<file path="src/rtl/tempo_strobe_generator_pkg.sv">
// Shared timing constants and helpers for the tempo strobe generator.
package tempo_strobe_generator_pkg;

    localparam int unsigned DEFAULT_CLOCK_FREQ = 25_000_000;
    localparam int unsigned DEFAULT_TICK_RATE  = 60;

    // P must hold values up to P + TICK_RATE < 2*CLOCK_FREQ.
    function automatic int unsigned phase_width(input int unsigned clock_freq);
        return $clog2(clock_freq) + 1;
    endfunction

    // Terminal count of a counter whose modulus treats 0 as 1.
    function automatic int unsigned last_index(input int unsigned count);
        return (count == 0) ? 0 : count - 1;
    endfunction

endpackage

</file>
<file path="src/rtl/tempo_strobe_generator_divider.sv">
// Fractional clock divider: TICK_RATE strobes per CLOCK_FREQ enabled cycles, drift-free.
module phase_accumulator_divider
    import tempo_strobe_generator_pkg::*;
#(
    parameter int unsigned CLOCK_FREQ = DEFAULT_CLOCK_FREQ,
    parameter int unsigned TICK_RATE  = DEFAULT_TICK_RATE
) (
    input  logic clk,
    input  logic rst_n,
    input  logic enable,
    input  logic sync,
    output logic strobe
);

    localparam int unsigned PW = phase_width(CLOCK_FREQ);
    localparam logic [PW-1:0] RATE = PW'(TICK_RATE);
    localparam logic [PW-1:0] FREQ = PW'(CLOCK_FREQ);

    if (TICK_RATE == 0 || TICK_RATE >= CLOCK_FREQ) begin : g_bad_rate
        $error("phase_accumulator_divider: TICK_RATE must satisfy 0 < TICK_RATE < CLOCK_FREQ");
    end

    logic [PW-1:0] phase_q;
    logic [PW-1:0] phase_d;
    logic [PW-1:0] phase_sum;
    logic          tick_cond;

    always_comb begin
        phase_sum = phase_q + RATE;
        tick_cond = (phase_sum >= FREQ);
        phase_d   = phase_q;
        if (sync) begin
            phase_d = '0;
        end else if (enable) begin
            phase_d = tick_cond ? (phase_sum - FREQ) : phase_sum;
        end
    end

    assign strobe = enable & ~sync & tick_cond;

    always_ff @(posedge clk or negedge rst_n) begin
        if (!rst_n) begin
            phase_q <= '0;
        end else begin
            phase_q <= phase_d;
        end
    end

endmodule

</file>
<file path="src/rtl/tempo_strobe_generator.sv">
// Tick/beat/bar strobe generator built on a fractional phase-accumulator divider.
module tempo_strobe_generator
    import tempo_strobe_generator_pkg::*;
#(
    parameter int unsigned CLOCK_FREQ  = DEFAULT_CLOCK_FREQ,
    parameter int unsigned TICK_RATE   = DEFAULT_TICK_RATE,
    parameter int unsigned SPEED_WIDTH = 8,
    parameter int unsigned BAR_WIDTH   = 4
) (
    input  logic                   i_clk,
    input  logic                   i_rst_n,
    input  logic                   i_enable,
    input  logic                   i_sync,
    input  logic [SPEED_WIDTH-1:0] i_speed,
    input  logic [BAR_WIDTH-1:0]   i_beats_per_bar,
    output logic                   o_tick_stb,
    output logic                   o_beat_stb,
    output logic                   o_bar_stb,
    output logic [BAR_WIDTH-1:0]   o_beat_index
);

    logic [SPEED_WIDTH-1:0] tick_cnt_q;
    logic [SPEED_WIDTH-1:0] tick_cnt_d;
    logic [BAR_WIDTH-1:0]   beat_index_q;
    logic [BAR_WIDTH-1:0]   beat_index_d;
    logic [SPEED_WIDTH-1:0] speed_last;
    logic [BAR_WIDTH-1:0]   bpb_last;
    logic                   beat_end;
    logic                   bar_end;

    phase_accumulator_divider #(
        .CLOCK_FREQ (CLOCK_FREQ),
        .TICK_RATE  (TICK_RATE)
    ) u_divider (
        .clk    (i_clk),
        .rst_n  (i_rst_n),
        .enable (i_enable),
        .sync   (i_sync),
        .strobe (o_tick_stb)
    );

    // ">=" rather than "==" so a mid-beat speed drop fires on the next tick.
    always_comb begin
        speed_last   = SPEED_WIDTH'(last_index(32'(i_speed)));
        bpb_last     = BAR_WIDTH'(last_index(32'(i_beats_per_bar)));
        beat_end     = (tick_cnt_q >= speed_last);
        bar_end      = (beat_index_q >= bpb_last);
        tick_cnt_d   = tick_cnt_q;
        beat_index_d = beat_index_q;
        if (i_sync) begin
            tick_cnt_d   = '0;
            beat_index_d = '0;
        end else if (o_tick_stb) begin
            tick_cnt_d = beat_end ? '0 : tick_cnt_q + 1'b1;
            if (beat_end) begin
                beat_index_d = bar_end ? '0 : beat_index_q + 1'b1;
            end
        end
    end

    assign o_beat_stb   = o_tick_stb & beat_end;
    assign o_bar_stb    = o_beat_stb & bar_end;
    assign o_beat_index = beat_index_q;

    always_ff @(posedge i_clk or negedge i_rst_n) begin
        if (!i_rst_n) begin
            tick_cnt_q   <= '0;
            beat_index_q <= '0;
        end else begin
            tick_cnt_q   <= tick_cnt_d;
            beat_index_q <= beat_index_d;
        end
    end

endmodule

</file>
<file path="config.mk">
export PLATFORM = sky130hd
export DESIGN_NAME = tempo_strobe_generator
export DESIGN_NICKNAME = d
export VERILOG_FILES = /design/src/rtl/tempo_strobe_generator_pkg.sv /design/src/rtl/tempo_strobe_generator_divider.sv /design/src/rtl/tempo_strobe_generator.sv
export SDC_FILE = /design/constraint.sdc
export NUM_CORES = 1
export LEC_CHECK = 0
export CAP_MARGIN = 10
export CORE_MARGIN = 2
export CORE_UTILIZATION = 35
export CTS_CLUSTER_DIAMETER = 120
export DETAILED_ROUTE_END_ITERATION = 8
export GPL_TIMING_DRIVEN = 0
export HOLD_SLACK_MARGIN = 0.15
export PLACE_DENSITY = 0.56
export SYNTH_ARGS = -nofsm -noshare
export SYNTH_HDL_FRONTEND = slang
export SYNTH_SLANG_ARGS = --single-unit
</file>
<file path="constraint.sdc">
create_clock -name i_clk -period 12.3 [get_ports i_clk]
set_clock_uncertainty 0.1 [all_clocks]
set_input_delay 1.845 -clock i_clk [delete_from_list [all_inputs] [get_ports i_clk]]
set_output_delay 1.845 -clock i_clk [all_outputs]
set_load 0.01 [all_outputs]
</file>
# Word level (Yosys, flattened, before mapping)
# Cells that the tools add are included.
word_totals:
  ff_bits: 38
  output_inout_bits: 7
op_classes:
  addsub: 6
  n_lt_le_gt_ge: 3
  reduce_logical: 6
  n_bitwise: 5
  n_mux: 12
op_table:
  columns: ["op", "n"]
  rows:
  - ["$mux W26", 3]
  - ["$mux W8", 4]
  - ["$add A26 B6 Y26 const B", 1]
  - ["$ge A26 B25 Y1 const B", 1]
  - ["$sub A26 B25 Y26 const B", 1]
  - ["$mux W4", 5]
  - ["$add A8 B1 Y8 const B", 1]
  - ["$ge A8 B8 Y1", 1]
  - ["$logic_not A8 Y1", 1]
  - ["$sub A8 B1 Y8 const B", 1]
  - ["$reduce_bool A2 Y1", 3]
  - ["$add A4 B1 Y4 const B", 1]
  - ["$and A1 B1 Y1", 4]
  - ["$ge A4 B4 Y1", 1]
  - ["$logic_not A4 Y1", 1]
  - ["$sub A4 B1 Y4 const B", 1]
  - ["$reduce_and A2 Y1", 1]
  - ["$not A1 Y1", 1]

# Longest topological paths before layout
# Gate-level depths: netlist of run 1.
depth:
  word_depth: 7
  mapped_depth: 18

# Modules after synthesis
# A second synthesis of run 1 with hierarchy kept.
hier_totals:
  hier_cells: 424
  hier_area_um2: 3534.6
by_module_without_submodules:
  columns: ["mod", "seq_area_each_um2", "area_each_um2", "n_inst", "cells_each"]
  rows:
  - ["phase_accumulator_divider", 600.6, 2409.8, 1, 289]
  - ["tempo_strobe_generator", 300.3, 1124.8, 1, 135]

# Worst setup path after synthesis of run 1
# Ideal clock, no wire load.
synth_path:
  kind: "input port to output port"
  startpoint: "input port i_speed[0]"
  endpoint: "output port o_bar_stb"
  required_ns: 10.355
  slack_ns: 5.702
  n_path_buf: 1
  path_stages: 16
  arrival_ns: 4.653
  path_cell_list: "inv_1 ha_1 nor2b_1 nand3b_1 or3_1 and2_1 ha_1 nand2b_1 a21o_1 a21o_1 a21o_1 a21o_1 a21oi_1 o21ai_0 clkbuf_1 and3_1"
synth_via:
  elab_chain_cells: 5
synth_lines:
  columns: ["element", "line_no", "source"]
  rows:
  - ["from (decl)", "tempo_strobe_generator.sv:14", "input logic [SPEED_WIDTH-1:0] i_speed,"]
  - ["$sub A8 B1 Y8 or $logic_not A8 Y1 (tied branches)", "tempo_strobe_generator_pkg.sv:14", "return (count == 0) ? 0 : count - 1;"]
  - ["$mux W8 (*)", "tempo_strobe_generator_pkg.sv:14", null]
  - ["$ge A8 B8 Y1 (*)", "tempo_strobe_generator.sv:46", "beat_end = (tick_cnt_q >= speed_last);"]
  - ["$and A1 B1 Y1 (*)", "tempo_strobe_generator.sv:61", "assign o_beat_stb = o_tick_stb & beat_end;"]
  - ["$and A1 B1 Y1 (*)", "tempo_strobe_generator.sv:62", "assign o_bar_stb = o_beat_stb & bar_end;"]
  - ["to (decl)", "tempo_strobe_generator.sv:18", "output logic o_bar_stb,"]
# Mark *: on every way between the ends. The rest lies on a longest branch, timed or not.

# Final worst setup path of run 1
# Ends and elaborated chain as after synthesis.

==> results of run 1 <==
-- worst max-delay path by stage --
stage | endpoint | slack [ns] | cells after the start
6_report | o_bar_stb | 4.36 | 18
5_1_grt | o_bar_stb | 4.03 | 18
2_1_floorplan | o_bar_stb | 5.70 | 16
3_3_place_gp | o_bar_stb | 4.39 | 18
4_1_cts | o_bar_stb | 4.31 | 18
3_5_place_dp | o_bar_stb | 4.35 | 18
-- stage by stage --
| stage | hold WS, ns | cell area, um2 | instances | util [%] | power, mW |
|---|---|---|---|---|---|
| final | 0.481 | 4000 | 599 | 40.9 | 0.329 |
| after global routing | 0.507 | 4000 | 599 | 40.9 | 0.349 |
| after CTS | 0.486 | 4000 | 599 | 40.9 | 0.333 |
| after detailed placement | 0.473 | 3890 | 591 | 39.8 | 0.223 |
| after global placement | 0.457 | 3900 | 591 | 39.9 | 0.223 |
| after floorplan | 0.429 | 3520 | 437 | - | 0.195 |
-- state kept, by name (all words and copies together) (netlist names) --
signal and cells:
u_divider.phase_q 24, tick_cnt_q 8, o_beat_index 4
-- cell usage in the layout, fill, tap and decap left out, types with 3 or more instances in the layout --
| cell type | netlist | layout |
|---|---|---|
| nand2b_1 | 10 | 10 |
| xnor2_1 | 13 | 13 |
| or4_1 | 4 | 4 |
| nand3b_1 | 4 | 4 |
| nor2_2 | 3 | 3 |
| xor2_1 | 12 | 12 |
| o21ai_1 | 5 | 5 |
| o21bai_1 | 4 | 4 |
| a31o_2 | 6 | 6 |
| dfrtp_1 | 36 | 36 |
| and2_1 | 3 | 3 |
| o21ai_0 | 26 | 26 |
| or3_1 | 7 | 7 |
| a22oi_1 | 4 | 4 |
| clkdlybuf4s50_1 | 0 | 20 |
| nor4_1 | 3 | 3 |
| clkbuf_8 | 0 | 5 |
| a21o_1 | 7 | 7 |
| a211oi_1 | 5 | 5 |
| nand3_2 | 3 | 3 |
| nor3_1 | 16 | 16 |
| nand3_1 | 13 | 13 |
| nor3b_1 | 5 | 5 |
| clkbuf_1 | 13 | 14 |
| and3_1 | 11 | 11 |
| nand4b_1 | 3 | 3 |
| nand2_1 | 28 | 28 |
| mux2i_1 | 4 | 4 |
| ha_1 | 19 | 19 |
| nor2_1 | 48 | 48 |
| nor2b_1 | 13 | 13 |
| inv_1 | 13 | 13 |
| mux2_1 | 4 | 4 |
| buf_2 | 8 | 9 |
| a21oi_1 | 36 | 36 |
-- per-layer routing --
layer  share of wire, %  vias up  global-route usage, %
met5                  0        -                      0
met4               0.69        0                   2.80
met3                4.1        7                   2.88
met2                 46       65                   28.4
met1                 49     1599                   25.6
li1                   -     1635                      -
-- cells by family (layout without fill, tap and decap cells) --
family	after synthesis	count (layout)
AND/OR/NAND/NOR	190	190
flip-flops	36	36
adder cells (fa/ha/maj)	19	19
XOR/XNOR	25	25
buffers and inverters	37	66
AO/OA/AOI/OAI	120	120
multiplexers	10	10
-- power by group through the flow --
stage / sequential (mW) / clock [mW] / combinational, mW
after floorplan: 0.129 / 0 / 0.0653
after global placement: 0.131 / 0 / 0.0919
after detailed placement: 0.131 / 0 / 0.0923
after CTS: 0.128 / 0.111 / 0.0930
after global routing: 0.129 / 0.117 / 0.103
final: 0.128 / 0.107 / 0.0932
-- tightest hold or removal path: stages, from the launching register on --
cell and delay (ns):
dfrtp_1 0.40, o21ai_0 0.08, a21oi_1 0.06
-- synth_stat cells (all sizes together) (3+ instances only) --
master / number / area share (%)
a31oi: 3 / 0.96
o21bai: 4 / 0.85
nand3b: 4 / 0.85
nand2b: 11 / 2.2
dfrtp: 36 / 26
nand4: 3 / 0.71
nand4b: 3 / 0.75
clkbuf: 13 / 1.4
buf: 10 / 1.6
nor2b: 13 / 2.3
or3: 7 / 1.2
a31o: 6 / 1.5
xnor2: 13 / 3.2
nand2: 29 / 3.3
nor4: 6 / 1.8
nor3b: 6 / 1.6
and3: 11 / 2.0
mux2i: 4 / 1.1
nor2: 51 / 5.6
ha: 19 / 6.7
and2: 4 / 0.71
nor3: 18 / 2.8
mux2: 6 / 1.9
a22oi: 5 / 1.2
nand3: 17 / 3.2
inv: 14 / 1.5
xor2: 12 / 3.0
a211oi: 6 / 1.6
o21ai: 31 / 4.4
or4: 4 / 0.85
a21oi: 36 / 5.1
a21o: 7 / 1.5
-- final cells by class --
type                            count  area, um2
Clock inverter                      2       35.0
Inverter                           14       52.6
Sequential cell                    36        901
Fill cell                        1019       5770
Multi-Input combinational cell    364       2460
Buffer                             23        104
Tap cell                          133        166
Timing Repair Buffer               21        205
Clock buffer                        6       72.6
==> results.toml, run 1 <==
[synthesis]
synthesis.nets = 472
ys_warn_count = 0
synth_xor_area_share_pct = 6.22
synth-simple-area-share_pct = 30.7
synthFlopType = "dfrtp_1"
synthArstFlopShare_pct = 100
synth-edff-count = 0
synthMuxAreaShare_pct = 3.06
ys_types = 71
synth_top_family_by_area = "simple AND/OR/NAND/NOR gates"
ys_seq_area_share_pct = 25.6
ys_ff_latch = 36
synth_compound_area_share_pct = 23.3
avgSynthCellArea_um2 = 8.06
synthesis.instances = 437
synthAdderAreaFrac_pct = 6.75
synth_area_mm2 = 0.00352

[power]
seqPwrFrac_pct = 39.0
p_leak_nw = 1.62
swShare_pct = 33.4
ir_drop_mv = 0.0460
power_frac_comb_pct = 28.3
p_clk_share_pct = 32.6
p_switching_mw = 0.110
p_per_area_mw_per_mm2 = 82.2
intPower_mw = 0.219

[sta]
slew_headroom_pct = 43.7
hold_viol_final = 0
tightest_slew_ns = 0.844
fin_crit_ns = 7.94
drv_slew = 0
final.setup.tns_ns = 0
fmax_mhz = 126
worst_slack_ns = 4.36
setup_violations = 0
period_share_pct = 64.6
rsz0062_at_grt = "false"

[routing]
via_per_inst = 5.52
vias = 3306
wl_um = 9360
drt_iter0_markers = 220
antenna_left = 0
routedWlPerCell_um = 15.6
first_pass_iters = 4
drc = 0

[critical_path]
crit_chain = "clkdlybuf4s50_1 -> inv_1 -> ha_1 -> nor2b_1 -> nand3b_1 -> or3_1 -> and2_1 -> ha_1 -> nand2b_1 -> a21o_1 -> a21o_1 -> a21o_1 -> a21o_1 -> a21oi_1 -> o21ai_0 -> clkbuf_1 -> and3_1 -> clkdlybuf4s50_1"
cpMostUsedCell = "a21o_1"
crit_buf_inv = 4
critPathKind = "in2out"
critPathRequiredTime_ns = 10.35
crit_slowest_cell = "clkdlybuf4s50_1"
cp-start-kind = "input pin"
crit_family = "simple AND/OR/NAND/NOR gates"
cp_max_fo = 10
worst-r2r-setup-slack_ns = 8.40
worst_ep_arrival_time_ns = 6.00
worstSetupEndpointType = "primary output"
crit_start = "i_speed[0]"
reg2regPathDepth = 14
r2r-end = "u_divider.phase_q[17]$_DFFE_PN0N_"
r2r-start = "u_divider.phase_q[2]$_DFFE_PN0N_"
slowest_delay_ns = 0.47

[place]
gp_congestion = 0.839
numPortBuffers = 21
hpwl_um = 6780
preCtsSetupSlack_ns = 4.35

[floorplanning]
fp.coreArea_mm2 = 0.00977
start_util_pct = 36.0
die_height_um = 104
rows = 36
die_x_um = 104
fp.dieArea_mm2 = 0.0109
io_pins = 23

[cells_and_area]
nets = 500
diodes = 0
drive_gt1_share_pct = 10.7
area_growth_pct = 13.6

[clock_network]
cts_max_path_buffers = 2
cts_max_level = 2
clkTransAtPathRegs_ns = 0.08
post_cts_buffers = 0
clkLatencyLatePin_ns = 0.30
cts_tree = "yes"
cts.sinks = 36
ctsHoldBuffers = 0
cts-resized-gates = 0
root_buffer = "clkbuf_8"
cts_buffers = 5

[min_path]
worst_hold_path_type = "reg2reg"
hold_depth = 2
whs_endpoint = "tick_cnt_q[7]$_DFFE_PN0P_"
hp-start = "tick_cnt_q[7]$_DFFE_PN0P_"

[global_routing]
antenna_found_initial = 0
grt_max_degree = 37
grt_overflow = 0
grt_pass1_vias = 3098
grt_pass1_wl_um = 15800
grtUsageTotal_pct = 17.8

[status]
status = "finished clean"

[run]
drv_cap = 0
Power figures use the tool's default switching activity.
==> inputs of run 2 (changes only) <==
PLACE_DENSITY = 0.58   (was 0.56)
clock period = 7.2 ns   (was 12.3 ns; I/O delays follow)
==> run 2 against run 1 <==
Net effect: die area did not move; via count decreased by 0.21%; worst hold slack better by 0.019 ns; sequential share of layout area is 0.11 points higher; power is 61% higher; critical path depth stayed put; utilization decreased by 0.20 points; global-route usage down 0.22 points; routed wire length fell by 0.30%; sequential power is 72% higher; register-to-register slack got worse by 5.1 ns; design area is 0.50% lower.
==> results.toml, run 2 (same netlist as run 1, synthesis figures left out) <==
[sta]
tightest_slew_ns = 0.816
final.setup.tns_ns = 0
period_share_pct = 88.3
drv_slew = 0
slew_headroom_pct = 45.6
hold_viol_final = 0
fin_crit_ns = 6.36
rsz0062_at_grt = "false"
setup_violations = 0
fmax_mhz = 157

[critical_path]
critPathRequiredTime_ns = 6.02
cp_max_fo = 10
cpMostUsedCell = "a21o_1"
worst_ep_arrival_time_ns = 5.18
crit_chain = "clkdlybuf4s50_1 -> inv_1 -> ha_1 -> nor2b_1 -> nand3b_1 -> or3_1 -> and2_1 -> ha_1 -> nand2b_1 -> a21o_1 -> a21o_1 -> a21o_1 -> a21o_1 -> a21oi_1 -> o21ai_0 -> clkbuf_1 -> and3_1 -> clkdlybuf4s50_1"
cp-start-kind = "input pin"
crit_slowest_cell = "clkdlybuf4s50_1"
worstSetupEndpointType = "primary output"
crit_buf_inv = 4
slowest_delay_ns = 0.47
critPathKind = "in2out"
crit_family = "simple AND/OR/NAND/NOR gates"

[clock_network]
clkTransAtPathRegs_ns = 0.08
cts.sinks = 36
cts_buffers = 5
cts_max_level = 2
cts_max_path_buffers = 2
post_cts_buffers = 0
cts_tree = "yes"
root_buffer = "clkbuf_8"
cts-resized-gates = 0
clkLatencyLatePin_ns = 0.30
ctsHoldBuffers = 0

[power]
p_leak_nw = 1.61
p_per_area_mw_per_mm2 = 133
seqPwrFrac_pct = 41.4
p_switching_mw = 0.191
p_clk_share_pct = 28.6
swShare_pct = 36.0
intPower_mw = 0.339
ir_drop_mv = 0.0606
power_frac_comb_pct = 30.0

[min_path]
worst_hold_path_type = "reg2reg"

[run]
drv_cap = 0

[cells_and_area]
largest_reg_flops = 24
mostFrequentLayoutCell = "nor2_1"
regMostFlops = "u_divider.phase_q"
drive_gt1_share_pct = 10.9
diodes = 0
area_growth_pct = 13.0
instances_no_fill = 599
mostFrequentLayoutCells = "nor2_1 (48), a21oi_1 (36), dfrtp_1 (36)"
nets = 500

[global_routing]
grt_pass1_vias = 3123
grt_pass1_wl_um = 15700
grtUsageTotal_pct = 17.5
antenna_found_initial = 0
grt_overflow = 0
grt_max_degree = 37

[routing]
wl_um = 9330
first_pass_iters = 5
via_per_inst = 5.51
routedWlPerCell_um = 15.6
drt_iter0_markers = 185
drc = 0
vias = 3299
antenna_left = 0

[floorplanning]
io_pins = 23
die_x_um = 104
rows = 36
fp.coreArea_mm2 = 0.00977
die_height_um = 104
fp.dieArea_mm2 = 0.0109
start_util_pct = 36.0

[place]
hpwl_um = 6890
numPortBuffers = 21
gp_congestion = 0.887
place_inst = 591

[status]
status = "finished clean"
## run 2: final timing paths
check	start	end	slack [ns]	cells past startpoint
max	i_speed[0]	o_bar_stb	0.84	18
max reg2reg	u_divider.phase_q[2]$_DFFE_PN0N_	u_divider.phase_q[17]$_DFFE_PN0N_	3.26	13
max in group asynchronous	i_rst_n	u_divider.phase_q[25]$_DFFE_PN0N_	5.71	1
min reg2reg	tick_cnt_q[7]$_DFFE_PN0P_	tick_cnt_q[7]$_DFFE_PN0P_	0.50	2
min in group asynchronous	i_rst_n	u_divider.phase_q[2]$_DFFE_PN0N_	0.77	1
min	tick_cnt_q[7]$_DFFE_PN0P_	tick_cnt_q[7]$_DFFE_PN0P_	0.50	2
## run 2: metrics by stage
stage | total power, mW | instance area [um2] | setup WS [ns] | utilization [%] | hold slack, ns
after floorplan | 0.333 | 3520 | 2.13 | - | 0.429
after global placement | 0.378 | 3900 | 0.857 | 39.9 | 0.457
after detailed placement | 0.381 | 3890 | 0.836 | 39.8 | 0.485
after CTS | 0.531 | 3980 | 0.808 | 40.7 | 0.496
after global routing | 0.561 | 3980 | 0.488 | 40.7 | 0.515
final | 0.530 | 3980 | 0.842 | 40.7 | 0.500
## run 2: final cells by class
cell class | instances | area [um2]
Multi-Input combinational cell | 364 | 2460
Sequential cell | 36 | 901
Timing Repair Buffer | 21 | 205
Tap cell | 133 | 166
Clock inverter | 3 | 18.8
Clock buffer | 5 | 68.8
Inverter | 14 | 52.6
Fill cell | 1022 | 5790
Buffer | 23 | 104
## run 2: per-layer routing
metal,track usage (%),up-vias,part of all wire (%)
met2,29.0,45,47
met5,0,-,0
li1,-,1636,-
met1,23.8,1612,49
met3,2.82,6,3.3
met4,4.54,0,1.2
## run 2: power by group through the flow
stage	clock [mW]	combinational, mW	sequential [mW]
after CTS	0.154	0.158	0.219
final	0.152	0.159	0.220
after global routing	0.164	0.177	0.221
after detailed placement	0	0.157	0.223
after floorplan	0	0.111	0.221
after global placement	0	0.155	0.223
## run 2: tightest hold or removal path, cell delays in order (launching register included)
cell and delay, ns:
dfrtp_1 0.41, o21ai_0 0.09, a21oi_1 0.06
==> inputs of run 3 (changes only) <==
SLEW_MARGIN = 5   (was not set)
==> run 3 against run 2 <==
Net effect: global-route usage down 0.30 points; worst setup slack got worse by 0.019 ns; register-to-register slack hardly changed; utilization up 0.20 points; critical path depth did not move; clock power hardly changed; clock-buffer cell count stayed put; via count rose by 2.4%; worst hold slack got worse by 0.035 ns; first-iteration DRC count up 34%; routed wire length shrank 0.52%; die area is the same; critical endpoint unchanged; largest cell class unchanged.
==> results.toml, run 3 (same netlist as run 1, synthesis figures left out) <==
[cells_and_area]
regMostFlops = "u_divider.phase_q"
instances_no_fill = 600
mostFrequentLayoutCell = "nor2_1"
mostFrequentLayoutCells = "nor2_1 (48), a21oi_1 (36), dfrtp_1 (36)"
diodes = 0
nets = 501
area_growth_pct = 13.6
drive_gt1_share_pct = 11.1
largest_reg_flops = 24

[floorplanning]
rows = 36
start_util_pct = 36.0
die_x_um = 104
io_pins = 23
die_height_um = 104
fp.coreArea_mm2 = 0.00977
fp.dieArea_mm2 = 0.0109

[sta]
tightest_slew_ns = 0.716
fin_crit_ns = 6.38
fmax_mhz = 157
rsz0062_at_grt = "false"
setup_violations = 0
hold_viol_final = 0
slew_headroom_pct = 52.2
period_share_pct = 88.6
worst_slack_ns = 0.824
whs_ns = 0.466
drv_slew = 0
final.setup.tns_ns = 0

[global_routing]
grt_pass1_vias = 3078
grtUsageTotal_pct = 17.2
grt_overflow = 0
grt_pass1_wl_um = 15400
antenna_found_initial = 0
grt_max_degree = 36

[clock_network]
cts.sinks = 36
ctsHoldBuffers = 0
clkLatencyLatePin_ns = 0.29
cts_max_path_buffers = 2
root_buffer = "clkbuf_8"
post_cts_buffers = 0
cts_max_level = 2
cts-resized-gates = 0
cts_buffers = 5
clkTransAtPathRegs_ns = 0.08
cts_tree = "yes"

[routing]
routedWlPerCell_um = 15.5
wl_um = 9290
vias = 3377
wl_met2_um = 4280
first_pass_iters = 5
wl_met3_um = 460
drt-met1-wl_um = 4430
antenna_left = 0
drc = 0
drt_iter0_markers = 248
top_layer_used = "met4"
via_per_inst = 5.63

[power]
p_leak_nw = 1.62
intPower_mw = 0.340
seqPwrFrac_pct = 41.5
ir_drop_mv = 0.0671
p_per_area_mw_per_mm2 = 132
p_clk_share_pct = 28.1
p_switching_mw = 0.188
swShare_pct = 35.6
power_frac_comb_pct = 30.3

[critical_path]
cp_max_fo = 10
worst_ep_arrival_time_ns = 5.20
critPathRequiredTime_ns = 6.02
cp-start-kind = "input pin"
critPathKind = "in2out"
worstSetupEndpointType = "primary output"

[place]
place_inst = 592
hpwl_um = 6880
numPortBuffers = 21
preCtsSetupSlack_ns = 0.826
gp_congestion = 0.887

[run]
drv_cap = 0

[status]
status = "finished clean"

[min_path]
worst_hold_path_type = "in2async"
==> run 3: final cells by class <==
cell class,count,area (um2)
repair buffers,22,225
plain buffers,23,104
multi-input cells,364,2460
fillers,1001,5770
clock buffers,5,68.8
inverters,14,52.6
flip-flops and latches,36,901
well taps,133,166
clock inverters,3,18.8
==> run 3: worst max-delay path: stages <==
cell	delay (ns)
clkdlybuf4s50_1	0.42
inv_1	0.08
ha_1	0.16
nor2b_1	0.26
nand3b_1	0.16
or3_1	0.42
and2_1	0.20
ha_1	0.26
nand2b_1	0.14
a21o_1	0.18
a21o_1	0.17
a21o_1	0.17
a21o_1	0.17
a21oi_1	0.15
o21ai_0	0.20
clkbuf_1	0.28
and3_1	0.23
clkdlybuf4s50_1	0.47
==> run 3: path summary, 6_finish.rpt <==
kind                                                         from                                 to  slack (ns)  cells after the start
max in group asynchronous                                 i_rst_n          tick_cnt_q[4]$_DFFE_PN0P_        6.15                      2
worst max-delay path                                   i_speed[0]                          o_bar_stb        0.82                     18
worst min register to register  u_divider.phase_q[25]$_DFFE_PN0N_  u_divider.phase_q[25]$_DFFE_PN0N_        0.49                      2
worst max register to register   u_divider.phase_q[2]$_DFFE_PN0N_  u_divider.phase_q[17]$_DFFE_PN0N_        3.25                     14
min in group i_clk              u_divider.phase_q[25]$_DFFE_PN0N_  u_divider.phase_q[25]$_DFFE_PN0N_        0.49                      2
worst min-delay path                                      i_rst_n   u_divider.phase_q[2]$_DFFE_PN0N_        0.47                      1
==> run 3: power by group through the flow <==
stage               clock, mW  combinational, mW  sequential, mW
global placement            0              0.155           0.223
global route            0.163              0.177           0.221
finish                  0.149              0.160           0.219
CTS                     0.154              0.159           0.219
floorplan                   0              0.111           0.221
detailed placement          0              0.159           0.223
==> run 3: per-stage QoR <==
step	total power, mW	cell area (um2)	utilization, %
floorplan	0.333	3520	-
CTS	0.533	4000	40.9
detailed placement	0.382	3910	40.0
global placement	0.378	3900	39.9
finish	0.528	4000	40.9
global route	0.560	4000	40.9
==> run 3: routing by layer <==
layer	vias up	GRT usage, %
li1	1644	-
met1	1647	23.6
met2	77	28.0
met3	9	2.88
met4	0	4.83
met5	-	0
